--- config.mk ---
export PLATFORM = sky130hd
export DESIGN_NAME = udm_rx_frontend
export DESIGN_NICKNAME = d
export VERILOG_FILES = /design/src/rtl/udm_rx_frontend.sv
export SDC_FILE = /design/constraint.sdc
export NUM_CORES = 1
export LEC_CHECK = 0
export ABC_AREA = 1
export CAP_MARGIN = 20
export CORE_MARGIN = 5
export CORE_UTILIZATION = 55
export DETAILED_ROUTE_END_ITERATION = 10
export DONT_BUFFER_PORTS = 1
export PLACE_DENSITY = 0.7
export SYNTH_ARGS = -nofsm -noshare
export SYNTH_HDL_FRONTEND = slang
export SYNTH_SLANG_ARGS = --single-unit
--- constraint.sdc ---
create_clock -name clk_i -period 2.4 [get_ports clk_i]
set_input_delay 0.24 -clock clk_i [delete_from_list [all_inputs] [get_ports clk_i]]
set_output_delay 0.24 -clock clk_i [all_outputs]
set_load 0.01 [all_outputs]
--- src/rtl/udm_rx_frontend.sv ---
// UART receive front end for the UDM link: synchronizer, bit-level receiver and sync/escape deframer.
// Optional even-parity bit after bit 7 is enabled by defining UDM_RX_PARITY_EN.
module udm_rx_frontend #(
    parameter int BITPERIOD_W   = 32,
    parameter int MIN_BITPERIOD = 4
) (
    input  logic                   clk_i,
    input  logic                   rst_i,
    input  logic                   rx_i,
    input  logic [BITPERIOD_W-1:0] bitperiod_i,
    output logic [7:0]             rx_data_o,
    output logic                   rx_sync_o,
    output logic                   rx_valid_o,
    input  logic                   rx_ready_i,
    output logic                   err_frame_o,
    output logic                   err_overrun_o,
    output logic                   err_parity_o
);

    localparam logic [7:0]             SYNC_BYTE  = 8'h55;
    localparam logic [7:0]             ESC_BYTE   = 8'h5A;
    localparam logic [BITPERIOD_W-1:0] MIN_PERIOD = BITPERIOD_W'(MIN_BITPERIOD);
    localparam logic [BITPERIOD_W-1:0] ONE        = BITPERIOD_W'(1);

    typedef enum logic [2:0] {
        IDLE      = 3'd0,
        START     = 3'd1,
        DATA      = 3'd2,
`ifdef UDM_RX_PARITY_EN
        PARITY    = 3'd3,
`endif
        STOP      = 3'd4,
        WAIT_HIGH = 3'd5
    } rx_state_t;

`ifdef UDM_RX_PARITY_EN
    function automatic logic even_parity(input logic [7:0] d);
        return ^d;
    endfunction
`endif

    logic                   sync1_r;
    logic                   sync2_r;
    logic                   prev_r;
    rx_state_t              state_r;
    rx_state_t              state_nx_s;
    logic [BITPERIOD_W-1:0] period_r;
    logic [BITPERIOD_W-1:0] period_nx_s;
    logic [BITPERIOD_W-1:0] period_in_s;
    logic [BITPERIOD_W-1:0] cnt_r;
    logic [BITPERIOD_W-1:0] cnt_nx_s;
    logic [2:0]             bit_cnt_r;
    logic [2:0]             bit_cnt_nx_s;
    logic [7:0]             shift_r;
    logic [7:0]             shift_nx_s;
    logic                   fall_s;
    logic                   expire_s;
    logic                   byte_done_s;
    logic                   frame_err_s;
    logic                   par_err_s;
    logic                   esc_r;
    logic                   esc_nx_s;
    logic                   emit_s;
    logic                   emit_sync_s;
    logic [7:0]             rx_data_r;
    logic                   rx_sync_r;
    logic                   rx_valid_r;
    logic                   err_frame_r;
    logic                   err_overrun_r;
`ifdef UDM_RX_PARITY_EN
    logic                   par_bad_r;
    logic                   par_bad_nx_s;
    logic                   err_parity_r;
`endif

    assign fall_s   = prev_r & ~sync2_r;
    assign expire_s = (cnt_r == '0);

    // Clamp the requested bit period to the smallest period the sampler can handle
    always_comb begin
        if (bitperiod_i < MIN_PERIOD) begin
            period_in_s = MIN_PERIOD;
        end else begin
            period_in_s = bitperiod_i;
        end
    end

    // Line synchronizer; flops idle high so reset never fakes a falling edge
    always_ff @(posedge clk_i) begin
        if (rst_i) begin
            sync1_r <= 1'b1;
            sync2_r <= 1'b1;
            prev_r  <= 1'b1;
        end else begin
            sync1_r <= rx_i;
            sync2_r <= sync1_r;
            prev_r  <= sync2_r;
        end
    end

    // Receive FSM state register
    always_ff @(posedge clk_i) begin
        if (rst_i) begin
            state_r <= IDLE;
        end else begin
            state_r <= state_nx_s;
        end
    end

    // Receive FSM next state, bit sampling and per-frame event strobes
    always_comb begin
        state_nx_s   = state_r;
        period_nx_s  = period_r;
        cnt_nx_s     = cnt_r;
        bit_cnt_nx_s = bit_cnt_r;
        shift_nx_s   = shift_r;
        byte_done_s  = 1'b0;
        frame_err_s  = 1'b0;
        par_err_s    = 1'b0;
`ifdef UDM_RX_PARITY_EN
        par_bad_nx_s = par_bad_r;
`endif
        case (state_r)
            IDLE: begin
                if (fall_s) begin
                    state_nx_s   = START;
                    period_nx_s  = period_in_s;
                    cnt_nx_s     = period_in_s >> 1;
                    bit_cnt_nx_s = 3'd0;
`ifdef UDM_RX_PARITY_EN
                    par_bad_nx_s = 1'b0;
`endif
                end else begin
                    state_nx_s = IDLE;
                end
            end
            START: begin
                if (!expire_s) begin
                    cnt_nx_s = cnt_r - ONE;
                end else if (sync2_r) begin
                    state_nx_s = IDLE;
                end else begin
                    state_nx_s = DATA;
                    cnt_nx_s   = period_r - ONE;
                end
            end
            DATA: begin
                if (!expire_s) begin
                    cnt_nx_s = cnt_r - ONE;
                end else begin
                    shift_nx_s = {sync2_r, shift_r[7:1]};
                    cnt_nx_s   = period_r - ONE;
                    if (bit_cnt_r == 3'd7) begin
`ifdef UDM_RX_PARITY_EN
                        state_nx_s = PARITY;
`else
                        state_nx_s = STOP;
`endif
                    end else begin
                        bit_cnt_nx_s = bit_cnt_r + 3'd1;
                    end
                end
            end
`ifdef UDM_RX_PARITY_EN
            PARITY: begin
                if (!expire_s) begin
                    cnt_nx_s = cnt_r - ONE;
                end else begin
                    par_bad_nx_s = even_parity(shift_r) ^ sync2_r;
                    par_err_s    = even_parity(shift_r) ^ sync2_r;
                    cnt_nx_s     = period_r - ONE;
                    state_nx_s   = STOP;
                end
            end
`endif
            STOP: begin
                if (!expire_s) begin
                    cnt_nx_s = cnt_r - ONE;
                end else if (sync2_r) begin
`ifdef UDM_RX_PARITY_EN
                    byte_done_s = ~par_bad_r;
`else
                    byte_done_s = 1'b1;
`endif
                    state_nx_s  = IDLE;
                end else begin
                    frame_err_s = 1'b1;
                    state_nx_s  = WAIT_HIGH;
                end
            end
            WAIT_HIGH: begin
                if (sync2_r) begin
                    state_nx_s = IDLE;
                end else begin
                    state_nx_s = WAIT_HIGH;
                end
            end
            default: begin
                state_nx_s = IDLE;
            end
        endcase
    end

    // Receive datapath registers
    always_ff @(posedge clk_i) begin
        if (rst_i) begin
            period_r  <= '0;
            cnt_r     <= '0;
            bit_cnt_r <= 3'd0;
            shift_r   <= 8'h00;
        end else begin
            period_r  <= period_nx_s;
            cnt_r     <= cnt_nx_s;
            bit_cnt_r <= bit_cnt_nx_s;
            shift_r   <= shift_nx_s;
        end
    end

`ifdef UDM_RX_PARITY_EN
    // Parity verdict for the frame in flight, plus its error pulse
    always_ff @(posedge clk_i) begin
        if (rst_i) begin
            par_bad_r    <= 1'b0;
            err_parity_r <= 1'b0;
        end else begin
            par_bad_r    <= par_bad_nx_s;
            err_parity_r <= par_err_s;
        end
    end

    assign err_parity_o = err_parity_r;
`else
    assign err_parity_o = 1'b0;
`endif

    // Deframer: an escape byte marks the following byte as literal data
    always_comb begin
        emit_s      = 1'b0;
        emit_sync_s = 1'b0;
        esc_nx_s    = esc_r;
        if (byte_done_s) begin
            if (esc_r) begin
                emit_s   = 1'b1;
                esc_nx_s = 1'b0;
            end else if (shift_r == ESC_BYTE) begin
                esc_nx_s = 1'b1;
            end else begin
                emit_s      = 1'b1;
                emit_sync_s = (shift_r == SYNC_BYTE);
                esc_nx_s    = 1'b0;
            end
        end else if (frame_err_s || par_err_s) begin
            esc_nx_s = 1'b0;
        end else begin
            esc_nx_s = esc_r;
        end
    end

    // Output holding register; a byte arriving while one is still held is dropped
    always_ff @(posedge clk_i) begin
        if (rst_i) begin
            esc_r         <= 1'b0;
            rx_data_r     <= 8'h00;
            rx_sync_r     <= 1'b0;
            rx_valid_r    <= 1'b0;
            err_frame_r   <= 1'b0;
            err_overrun_r <= 1'b0;
        end else begin
            esc_r         <= esc_nx_s;
            err_frame_r   <= frame_err_s;
            err_overrun_r <= 1'b0;
            if (emit_s && rx_valid_r && !rx_ready_i) begin
                err_overrun_r <= 1'b1;
            end else if (emit_s) begin
                rx_data_r  <= shift_r;
                rx_sync_r  <= emit_sync_s;
                rx_valid_r <= 1'b1;
            end else if (rx_valid_r && rx_ready_i) begin
                rx_valid_r <= 1'b0;
            end else begin
                rx_valid_r <= rx_valid_r;
            end
        end
    end

    assign rx_data_o     = rx_data_r;
    assign rx_sync_o     = rx_sync_r;
    assign rx_valid_o    = rx_valid_r;
    assign err_frame_o   = err_frame_r;
    assign err_overrun_o = err_overrun_r;

endmodule

==> impl_metrics.ini <==
[floorplan]
dieArea_sq_um = 13600
io_pins = 49
coreArea_sq_um = 11300
num_rows = 39
die_h_um = 117
start_util_pct = 55.4
fp.dieW_um = 117

[logic_synthesis]
ys_warn_count = 0
synth.cell_area_sq_um = 6250
synth_fp_nets = 1094
synth_top_area_share_pct = 30.1
synth_edf_count = 0
netlist_top_cells_area = dfxtp_1 (30%), nand2_1 (15%), nor2_1 (14%), o21ai_0 (6.6%), inv_1 (6.5%)
ys_ff_latch = 94
synth_cell_types = 41
yosys.area.top_type = dfxtp_1
yosys_most_used_dff = dfxtp_1
ys_seq_area_share_pct = 30.1
synthArstFlopShare_pct = 0
netlist_instances = 1054
syn_avg_cell_area_sq_um = 5.93

[detailed_routing]
ant_nets = 0
drt_pass1_iterations = 5
via_per_inst = 5.57
vias = 6652
drc = 0
drtIter0Drc = 684
routed_wl_um = 18800
wl_per_cell_um = 15.8

[clocking]
clock_latency_ns = 0.36
htreeDepth = 3
clkSinkCount = 94
cts_root_buf = clkbuf_16
cts_tree = done
cts_buffer_depth = 2
path_clk_slew_ns = 0.07
post-cts-setup-buffer-count = 0
numCtsBuffers = 9

[global_route]
grt_max_degree = 49
antenna_found_initial = 0
overflow = 0
grt_pass1_vias = 6071
track_usage_pct = 28.9
grt_pass1_wl_um = 30400

[critical_path]
worstSetupStartpoint = cnt_r[0]
crit_arrival_ns = 2.45
crit_required_ns = 2.69
rr_startpoint = cnt_r[0]
end_kind = flop
reg2reg_depth = 13
startpoint_type = flop
regToRegSetupSlack_ns = 0.24
r2r_end = cnt_r[3]
cp_max_fo = 10
worstSetupPathType = reg -> reg

[placed_design]
hpwlAfterDp_um = 14100
place_worst_setup_slack_ns = 0.109
dpl.cell_count = 1177
numPortBuffers = 0
gp_congestion = 1.01

[worst_hold_path]
min_to = sync1_r
hold_path.class = in -> reg
hold_path_depth = 1
hp-start = rx_i

[layout]
drive_above_1_share_pct = 5.99
seq_area_sq_um = 1880
antenna_cells = 0
final-instance-count-excl-fill = 1194
nFillCells = 1151
fin_util_pct = 59.6
nets = 1086
area.growth.synth_to_final_pct = 7.55
multi_input_comb_area_sq_um = 3770

[timing]
fmax_mhz = 463
layout_min_cycle_time_ns = 2.16
drv_slew = 0
setup_viol = 0
hold_viol_final = 0
worst_pin_slew_ns = 0.971
clock_skew_ns = 0.0128
finalCritPeriodShare_pct = 90.0
setup_tns_ns = 0
fin_ws_ns = 0.241
slew_headroom_pct = 35.1
grt_setup_unrepaired = no

[power_and_ir_drop]
vdd_drop_max_v = 0.000700
leakagePower_nw = 3.11
p_per_area_nw_per_um2 = 1190
power_mw = 7.98

[outcome]
status = finished, final reports clean

[run]
max-cap-violations = 0
[area by class of cell]
class,count,share of cell area (%)
Clock buffer,9,3.35
Inverter,115,6.44
Multi-Input combinational cell,809,56.2
Timing Repair Buffer,17,2.42
Clock inverter,7,0.950
Tap cell,143,2.66
Sequential cell,94,28.0
[worst max-delay path, cell delays in order, from the launching register on]
cell and delay (ns):
dfxtp_1 0.31, inv_1 0.12, ha_1 0.28, nand2_4 0.11, nor2_8 0.19, inv_2 0.05
nor2_1 0.18, nand2_2 0.21, buf_12 0.22, nand2_1 0.05, nand2_1 0.04, o21bai_1 0.17
nor2_1 0.06, nor2_1 0.11
[cell families after synthesis]
| kind of cell | share of synthesized area [%] |
|---|---|
| adders and majority gates | 0.801 |
| and+or+nand+nor | 41.9 |
| buffers and inverters | 9.62 |
| other | 0.0600 |
| xor gates and xnor gates | 3.79 |
| AOI/OAI and AO/OA | 13.7 |
| DFF | 30.1 |
[timing repair]
item                                    4_1_cts  5_1_grt
hold buffers                                  1        0
endpoints found under the hold margin        18        0
resized for setup                             0        5
endpoints found under the setup margin        0        6
[synthesized netlist by cell type, types with 11 or more instances]
| master | number |
|---|---|
| a21oi_1 | 46 |
| buf_2 | 11 |
| clkbuf_1 | 20 |
| dfxtp_1 | 94 |
| inv_1 | 108 |
| nand2_1 | 252 |
| nand3_1 | 80 |
| nand4_1 | 18 |
| nor2_1 | 226 |
| o21ai_0 | 82 |
| o21ai_1 | 13 |
| xor2_1 | 19 |
[worst max-delay path by stage]
stage / endpoint / depth (start not counted) / slack [ns]
2_1_floorplan: cnt_r[21] / 13 / 0.54
3_3_place_gp: state_r[1] / 9 / 0.17
3_5_place_dp: state_r[0] / 8 / 0.11
4_1_cts: state_r[1] / 9 / 0.07
5_1_grt: cnt_r[17] / 10 / 0.004
6_report: cnt_r[3] / 13 / 0.24
[stage by stage]
stage | area [sq um] | hold slack, ns
floorplan | 6250 | 0.344
global placement | 6400 | 0.313
detailed placement | 6400 | 0.316
CTS | 6700 | 0.00230
global route | 6720 | 0.00285
finish | 6720 | 0.00863
[layout by cell type, fill, tap and decap left out, types with 2 or more instances in the layout]
cell type	instances
o21bai_1	3
nor2_4	4
inv_1	108
dfxtp_1	94
clkinv_1	2
nand2_4	2
o21ai_0	82
inv_8	2
nand3b_1	6
ha_1	4
nand2_2	4
xnor2_1	8
xor2_1	19
nand4_1	18
or2_2	4
buf_4	12
nand2_1	251
inv_2	4
nor2_2	4
nand3_1	80
buf_6	2
o22ai_1	2
inv_6	2
a21oi_1	45
buf_12	2
clkbuf_16	9
nor3_1	9
nor2_1	225
a211oi_1	7
and2_1	2
o21ai_1	13
nand3_2	4
clkinvlp_4	2
o211ai_1	4
[layer usage]
metal  wire length, um  global-route usage (%)  up-vias
li1                  -                       -     3354
met1              8300                    38.7     3027
met2              8560                    46.6      234
met3              1430                    4.97       37
met4               520                    11.3        0
met5                 0                       0        -
[state kept, by name, indices dropped and copies added, names as in the netlist, 3 cells and up]
signal     cells
rx_data_o      8
state_r        3
cnt_r         32
bit_cnt_r      3
shift_r        8
period_r      32
[report_power, final]
group | total, mW | leakage (nW) | switching [mW] | internal, mW
combinational | 4.41 | 2.20 | 3.01 | 1.40
sequential | 2.14 | 0.768 | 0.313 | 1.82
clock | 1.43 | 0.136 | 0.703 | 0.727
Note: power is estimated with default switching activity, not from simulation.
